<file path="src/rtl/adder_serial_nbit.sv">
// Multi-cycle adder: latches two NUM_BITS operands plus carry-in, then adds
// DIGIT_W bits per clock, rippling the carry through a flop.
module adder_serial_nbit #(
  parameter int NUM_BITS = 8,
  parameter int DIGIT_W  = 1
) (
  input  logic                clk,
  input  logic                rst,
  input  logic                start,
  input  logic [NUM_BITS-1:0] a,
  input  logic [NUM_BITS-1:0] b,
  input  logic                carry_in,
  output logic                busy,
  output logic                done,
  output logic [NUM_BITS-1:0] sum,
  output logic                carry_out,
  output logic                overflow
);

  localparam int NUM_DIGITS = NUM_BITS / DIGIT_W;
  localparam int CNT_W      = (NUM_DIGITS > 1) ? $clog2(NUM_DIGITS) : 1;

  if ((NUM_BITS % DIGIT_W) != 0 || NUM_BITS < 2) begin : g_bad_params
    $error("adder_serial_nbit: NUM_BITS must be >= 2 and a multiple of DIGIT_W");
  end

  typedef enum logic {IDLE, ADD} state_t;

  state_t              state, state_next;
  logic [NUM_BITS-1:0] a_reg, b_reg;
  logic                carry, cin_reg;
  logic [CNT_W-1:0]    cnt;
  logic                accept, last, msb_carry_in;
  logic [DIGIT_W-1:0]  a_dig, b_dig;
  logic [DIGIT_W:0]    dig_sum;

  always_ff @(posedge clk) begin
    if (rst) state <= IDLE;
    else     state <= state_next;
  end

  always_comb begin
    state_next = state;
    accept     = 1'b0;
    last       = (cnt == CNT_W'(NUM_DIGITS - 1));
    case (state)
      IDLE: if (start) begin
        accept     = 1'b1;
        state_next = ADD;
      end
      ADD: if (last) state_next = IDLE;
      default: state_next = IDLE;
    endcase
  end

  // Carry into the MSB is recovered from the MSB sum bit: s = a ^ b ^ cin.
  always_comb begin
    a_dig        = a_reg[int'(cnt) * DIGIT_W +: DIGIT_W];
    b_dig        = b_reg[int'(cnt) * DIGIT_W +: DIGIT_W];
    dig_sum      = {1'b0, a_dig} + {1'b0, b_dig} + {{DIGIT_W{1'b0}}, carry};
    msb_carry_in = a_dig[DIGIT_W-1] ^ b_dig[DIGIT_W-1] ^ dig_sum[DIGIT_W-1];
  end

  assign busy = (state == ADD);

  always_ff @(posedge clk) begin
    if (rst) begin
      a_reg     <= '0;
      b_reg     <= '0;
      carry     <= 1'b0;
      cin_reg   <= 1'b0;
      cnt       <= '0;
      sum       <= '0;
      carry_out <= 1'b0;
      overflow  <= 1'b0;
      done      <= 1'b0;
    end else begin
      done <= 1'b0;
      if (accept) begin
        a_reg   <= a;
        b_reg   <= b;
        carry   <= carry_in;
        cin_reg <= carry_in;
        cnt     <= '0;
        sum     <= '0;
      end else if (state == ADD) begin
        sum[int'(cnt) * DIGIT_W +: DIGIT_W] <= dig_sum[DIGIT_W-1:0];
        carry <= dig_sum[DIGIT_W];
        cnt   <= cnt + 1'b1;
        if (last) begin
          carry_out <= dig_sum[DIGIT_W];
          overflow  <= msb_carry_in ^ dig_sum[DIGIT_W];
          done      <= 1'b1;
        end
      end
    end
  end

  always_ff @(posedge clk) begin
    if (!rst && accept) begin
      assert (!$isunknown(a)) else $error("adder_serial_nbit: port a has X/Z at start");
      assert (!$isunknown(b)) else $error("adder_serial_nbit: port b has X/Z at start");
      assert (!$isunknown(carry_in))
        else $error("adder_serial_nbit: port carry_in has X/Z at start");
    end
    if (!rst && done) begin
      assert ({carry_out, sum} ==
              ({1'b0, a_reg} + {1'b0, b_reg} + {{NUM_BITS{1'b0}}, cin_reg}))
        else $error("adder_serial_nbit: result disagrees with a + b + carry_in");
    end
  end

endmodule
</file>
<file path="config.mk">
export PLATFORM = sky130hd
export DESIGN_NAME = adder_serial_nbit
export DESIGN_NICKNAME = d
export VERILOG_FILES = /design/src/rtl/adder_serial_nbit.sv
export SDC_FILE = /design/constraint.sdc
export NUM_CORES = 1
export LEC_CHECK = 0
export CORE_ASPECT_RATIO = 1.5
export CORE_MARGIN = 2
export CORE_UTILIZATION = 53
export DETAILED_ROUTE_END_ITERATION = 10
export GPL_TIMING_DRIVEN = 0
export PLACE_DENSITY = 0.83
export REMOVE_ABC_BUFFERS = 1
export SKIP_CTS_REPAIR_TIMING = 1
export SLEW_MARGIN = 20
export SYNTH_ARGS = -nofsm -noshare
export SYNTH_HDL_FRONTEND = slang
export SYNTH_SLANG_ARGS = --single-unit
</file>
<file path="constraint.sdc">
create_clock -name clk -period 3.7 [get_ports clk]
set_clock_uncertainty 0.1 [all_clocks]
set_input_delay 0.74 -clock clk [delete_from_list [all_inputs] [get_ports clk]]
set_output_delay 0.74 -clock clk [all_outputs]
set_load 0.03 [all_outputs]
</file>
Word level (Yosys, flattened, before mapping)
Cells that the tools add are included.
Operators by class
  add/sub/neg operators: 4
  equal/unequal tests: 1
  shift-type cells: 4
  mux-type cells: 8
  bitwise gates (word level): 5
  reductions and logical operators: 4
Operator list (count)
  $neg 3->33: 1
  $shift 1x33->8 const A: 1
  $shiftx 1x33->8: 1
  $shiftx 8x4->1: 2
  $bwmux 8: 1
  $mux 1: 6
  $add 3x1->3 const B: 1
  $eq 3x3->1 const B: 1
  $reduce_and 3->1: 1
  $reduce_or 3->1: 1
  $xor 1x1->1: 3
  $add 1x1->2: 1
  $add 2x1->2: 1
  $not 1->1: 2
  $pmux 1 s2: 1
  $reduce_bool 2->1: 1
  $reduce_or 2->1: 1
Word-level totals
  flip-flop bits (word level): 32
  input port bits: 20
  output and inout port bits: 12
  logic and storage cells: 35

Depth between registers and ports, before layout
  depth after elaboration: 5
  depth in mapped cells: 8
  depth with buffers taken out: 7

Worst setup path after synthesis
Ideal clock, no wire load.
  kind: reg2reg
  from: register cnt[0]
  to: register sum[3]
  setup time: 71 ps
  arrival time: 2397 ps
  data required time: 3529 ps
  slack: 1133 ps
  cell stages (with the launch flop): 8
  buffers on the path: 1
  clock period less this slack: 2567 ps
  path through: dfxtp_1 > buf_6 > mux4_2 > mux2_4 > fa_1 > nor4b_1 > nand3_1 > a21oi_1
Between the ends
  cells in the longest elaborated chain, start to end: 5
  elaborated cells on any way between the ends: 8
  those cells by class: 3 x add/sub; 4 x shift; 1 x mux
Ends and longest elaborated chain
  start: declaration: line 32  | logic [CNT_W-1:0] cnt;
  start signal: assignment: line 89  | cnt <= cnt + 1'b1;
  $shiftx 8x4->1 (on tied branches): line 58, 59
  $add 1x1->2: line 60  | dig_sum = {1'b0, a_dig} + {1'b0, b_dig} + {{DIGIT_W{1'b0}}, carry};
  $add 2x1->2: line 60
  $shiftx 1x33->8: line 87  | sum[int'(cnt) * DIGIT_W +: DIGIT_W] <= dig_sum[DIGIT_W-1:0];
  $bwmux 8 *: line 87
  end signal: indexed assignment: line 87
  end: declaration: line 15  | output logic [NUM_BITS-1:0] sum,
Every way passes the cells marked *; elsewhere a longest branch is shown, timed or not.
A chain may end at the register's enable or synchronous reset.

Worst setup path in the final report
  from: register cnt[0]
  to: register sum[7]
The elaborated chain is that of the path after synthesis.

==> results.md <==
* Final Hold Fails at 0
* Max_cap viols at 0
* Cell Rows at 23
* Synth-to-layout area growth at 26.9%
* Ratio of cells with drive above 1 in the final layout at 0.0553
* RSZ-0062 raised after global routing: no
* Worst-path maximum fanout at 14
* First-pass GRT wire length at 5.05 mm
* Initial Utilization at 0.561
* CTS H-Tree Depth at 2
* Crit end category: flip-flop
* GPL Wtd Cong at 0.877
* Status: complete, no violations
* DRC viols at 0
* Core area at 2680 sq um
* Mean Syn Cell Area at 8.84 sq um
* Initial DRC count at 18
* Detailed Route WL at 3.06 mm
* Die width at 47.5 um
* CTS Root Cell: clkbuf_8
* Slew Limit Fails at 0
* DRT Pass-1 Iters at 4
* #FFs+latches synth at 32
* Design area at 1910 sq um
* Worst endpoint data arrival time at 3.21 ns
* Clock Sinks at 32
* DRT met1 WL at 1.10 mm
* Initial antenna violation count at 0
* PortBufs at 31
* CTS tree: done
* Nets at 227
* Top routing layer in use: met4
* Ports at 32
* P per Cell Area at 388 nW/um^2
* Setup TNS at 0 ns
* Met2 WL at 1.77 mm
* Cell Area, Synth at 1500 sq um
* Number of diodes at 0
* Hold WC Path Type: reg -> reg
* DP Wirelength at 2.36 mm
* WL met3 at 136 um
* YS warnings at 0
* Post-DP Area at 1810 sq um
* Tcrit/Tclk final at 0.833
* FMAX at 325 MHz
* Num CTS Buffers at 5
* Fin util at 0.712
* Die Span Y at 69.2 um
* CTS clk-pin slew, worst paths at 0.07 ns
* Peak VDD IR at 0.314 mV
* Total Routing Usage GR at 0.216
* Most frequent cells in the layout: nand2_1, dfxtp_1, clkdlybuf4s50_1, a21oi_1, nor2_1
* Worst skew pair latency at 0.29 ns
* Slew Limit Headroom at 0.491
* Syn Inst Count at 170
* Pin count of the biggest net entering global routing at 23
* Routed via count at 1,262
* Worst Max-Slew Pin Slew at 0.761 ns
* Cell taking the most area after synthesis: dfxtp_1
* Setup WS pre-CTS at 0.664 ns
* WHS at 0.357 ns
* Pleak at 0.753 nW
* Vias per inst at 5.35
* Setup ws final at 0.620 ns
* Most common cell after layout, fill and taps aside: nand2_1
* Vias in the first global route at 1,270
* Seq/Total Area, Yosys at 0.426
* WL per Instance at 13.0 um
* Power after layout at 0.740 mW
* # setup viols final at 0
* Yosys cell types at 26
* Remaining global-route overflow at 0
* Post-detailed-route count of antenna-violating nets at 0
* Top-area cell type share of the netlist area at 0.426
* Clk buf depth at 2
* CP Class: reg -> reg
* Die area at 3290 sq um
* Placed cells at 228
* Startpoint Class: flip-flop
* Area contributors post-synth: dfxtp_1, nand2_1, a21oi_1
* CP Data Required Time at 3.83 ns
* Fin cells at 236
* Minimum clock period at 3.08 ns
[where the power goes]
part | switching [mW] | internal, mW | total (mW) | leakage (nW)
clock network | 0.122 | 0.151 | 0.274 | 0.0455
registers | 0.0134 | 0.357 | 0.371 | 0.261
logic | 0.0451 | 0.0502 | 0.0953 | 0.447
total | 0.181 | 0.559 | 0.740 | 0.753
[cells in the mapped netlist]
cell type	n
dfxtp_1	32
a21oi_1	23
nor4b_1	1
buf_6	1
clkbuf_1	9
mux2_4	1
nand4_1	1
mux4_2	1
o21ai_0	1
nand3_1	7
inv_1	3
or3_1	1
nand2b_1	2
mux2i_1	7
o21a_1	1
xnor2_1	3
nor2_1	12
mux4_1	3
nor2b_1	2
nor3_1	1
nand2_1	45
ha_1	8
o311a_1	1
and4bb_2	2
fa_1	1
and4b_1	1
[critical path, cell delays in order, from the launching register on]
cell	delay [ns]
dfxtp_1	0.69
mux4_1	0.62
mux2_4	0.30
fa_1	0.61
nor4b_1	0.43
mux2i_1	0.17
nor2_1	0.10
[logic make-up (layout without fill, tap and decap cells)]
| logic type | Yosys count | in the layout | synth area share |
|---|---|---|---|
| compound gates | 26 | 26 | 0.0916 |
| simple gates | 75 | 75 | 0.223 |
| flops | 32 | 32 | 0.426 |
| fa+ha+maj | 9 | 9 | 0.0799 |
| buf+inv | 13 | 42 | 0.0375 |
| xor+xnor | 3 | 3 | 0.0175 |
| mux | 12 | 12 | 0.124 |
[routing by layer]
metal,global-route usage,vias up
met5,0,-
met1,0.192,592
li1,-,630
met2,0.384,33
met3,0.0833,7
met4,0.105,0
[final timing paths]
check	slack, ns	endpoint	startpoint	depth (start not counted)
setup / recovery	0.62	sum[7]$_SDFFE_PP0P_	cnt[0]$_SDFFE_PP0P_	6
hold / removal	0.36	a_reg[0]$_SDFFE_PP0P_	a_reg[0]$_SDFFE_PP0P_	2
setup reg to reg	0.62	sum[7]$_SDFFE_PP0P_	cnt[0]$_SDFFE_PP0P_	6
hold reg to reg	0.36	a_reg[0]$_SDFFE_PP0P_	a_reg[0]$_SDFFE_PP0P_	2
[cell type report]
class | instances | area, sq um
Clock buffer | 8 | 90.1
Fill cell | 208 | 769
Inverter | 3 | 11.3
Multi-Input combinational cell | 125 | 808
Sequential cell | 32 | 641
Tap cell | 37 | 46.3
Timing Repair Buffer | 31 | 310
(Power assumes the default switching activity.)
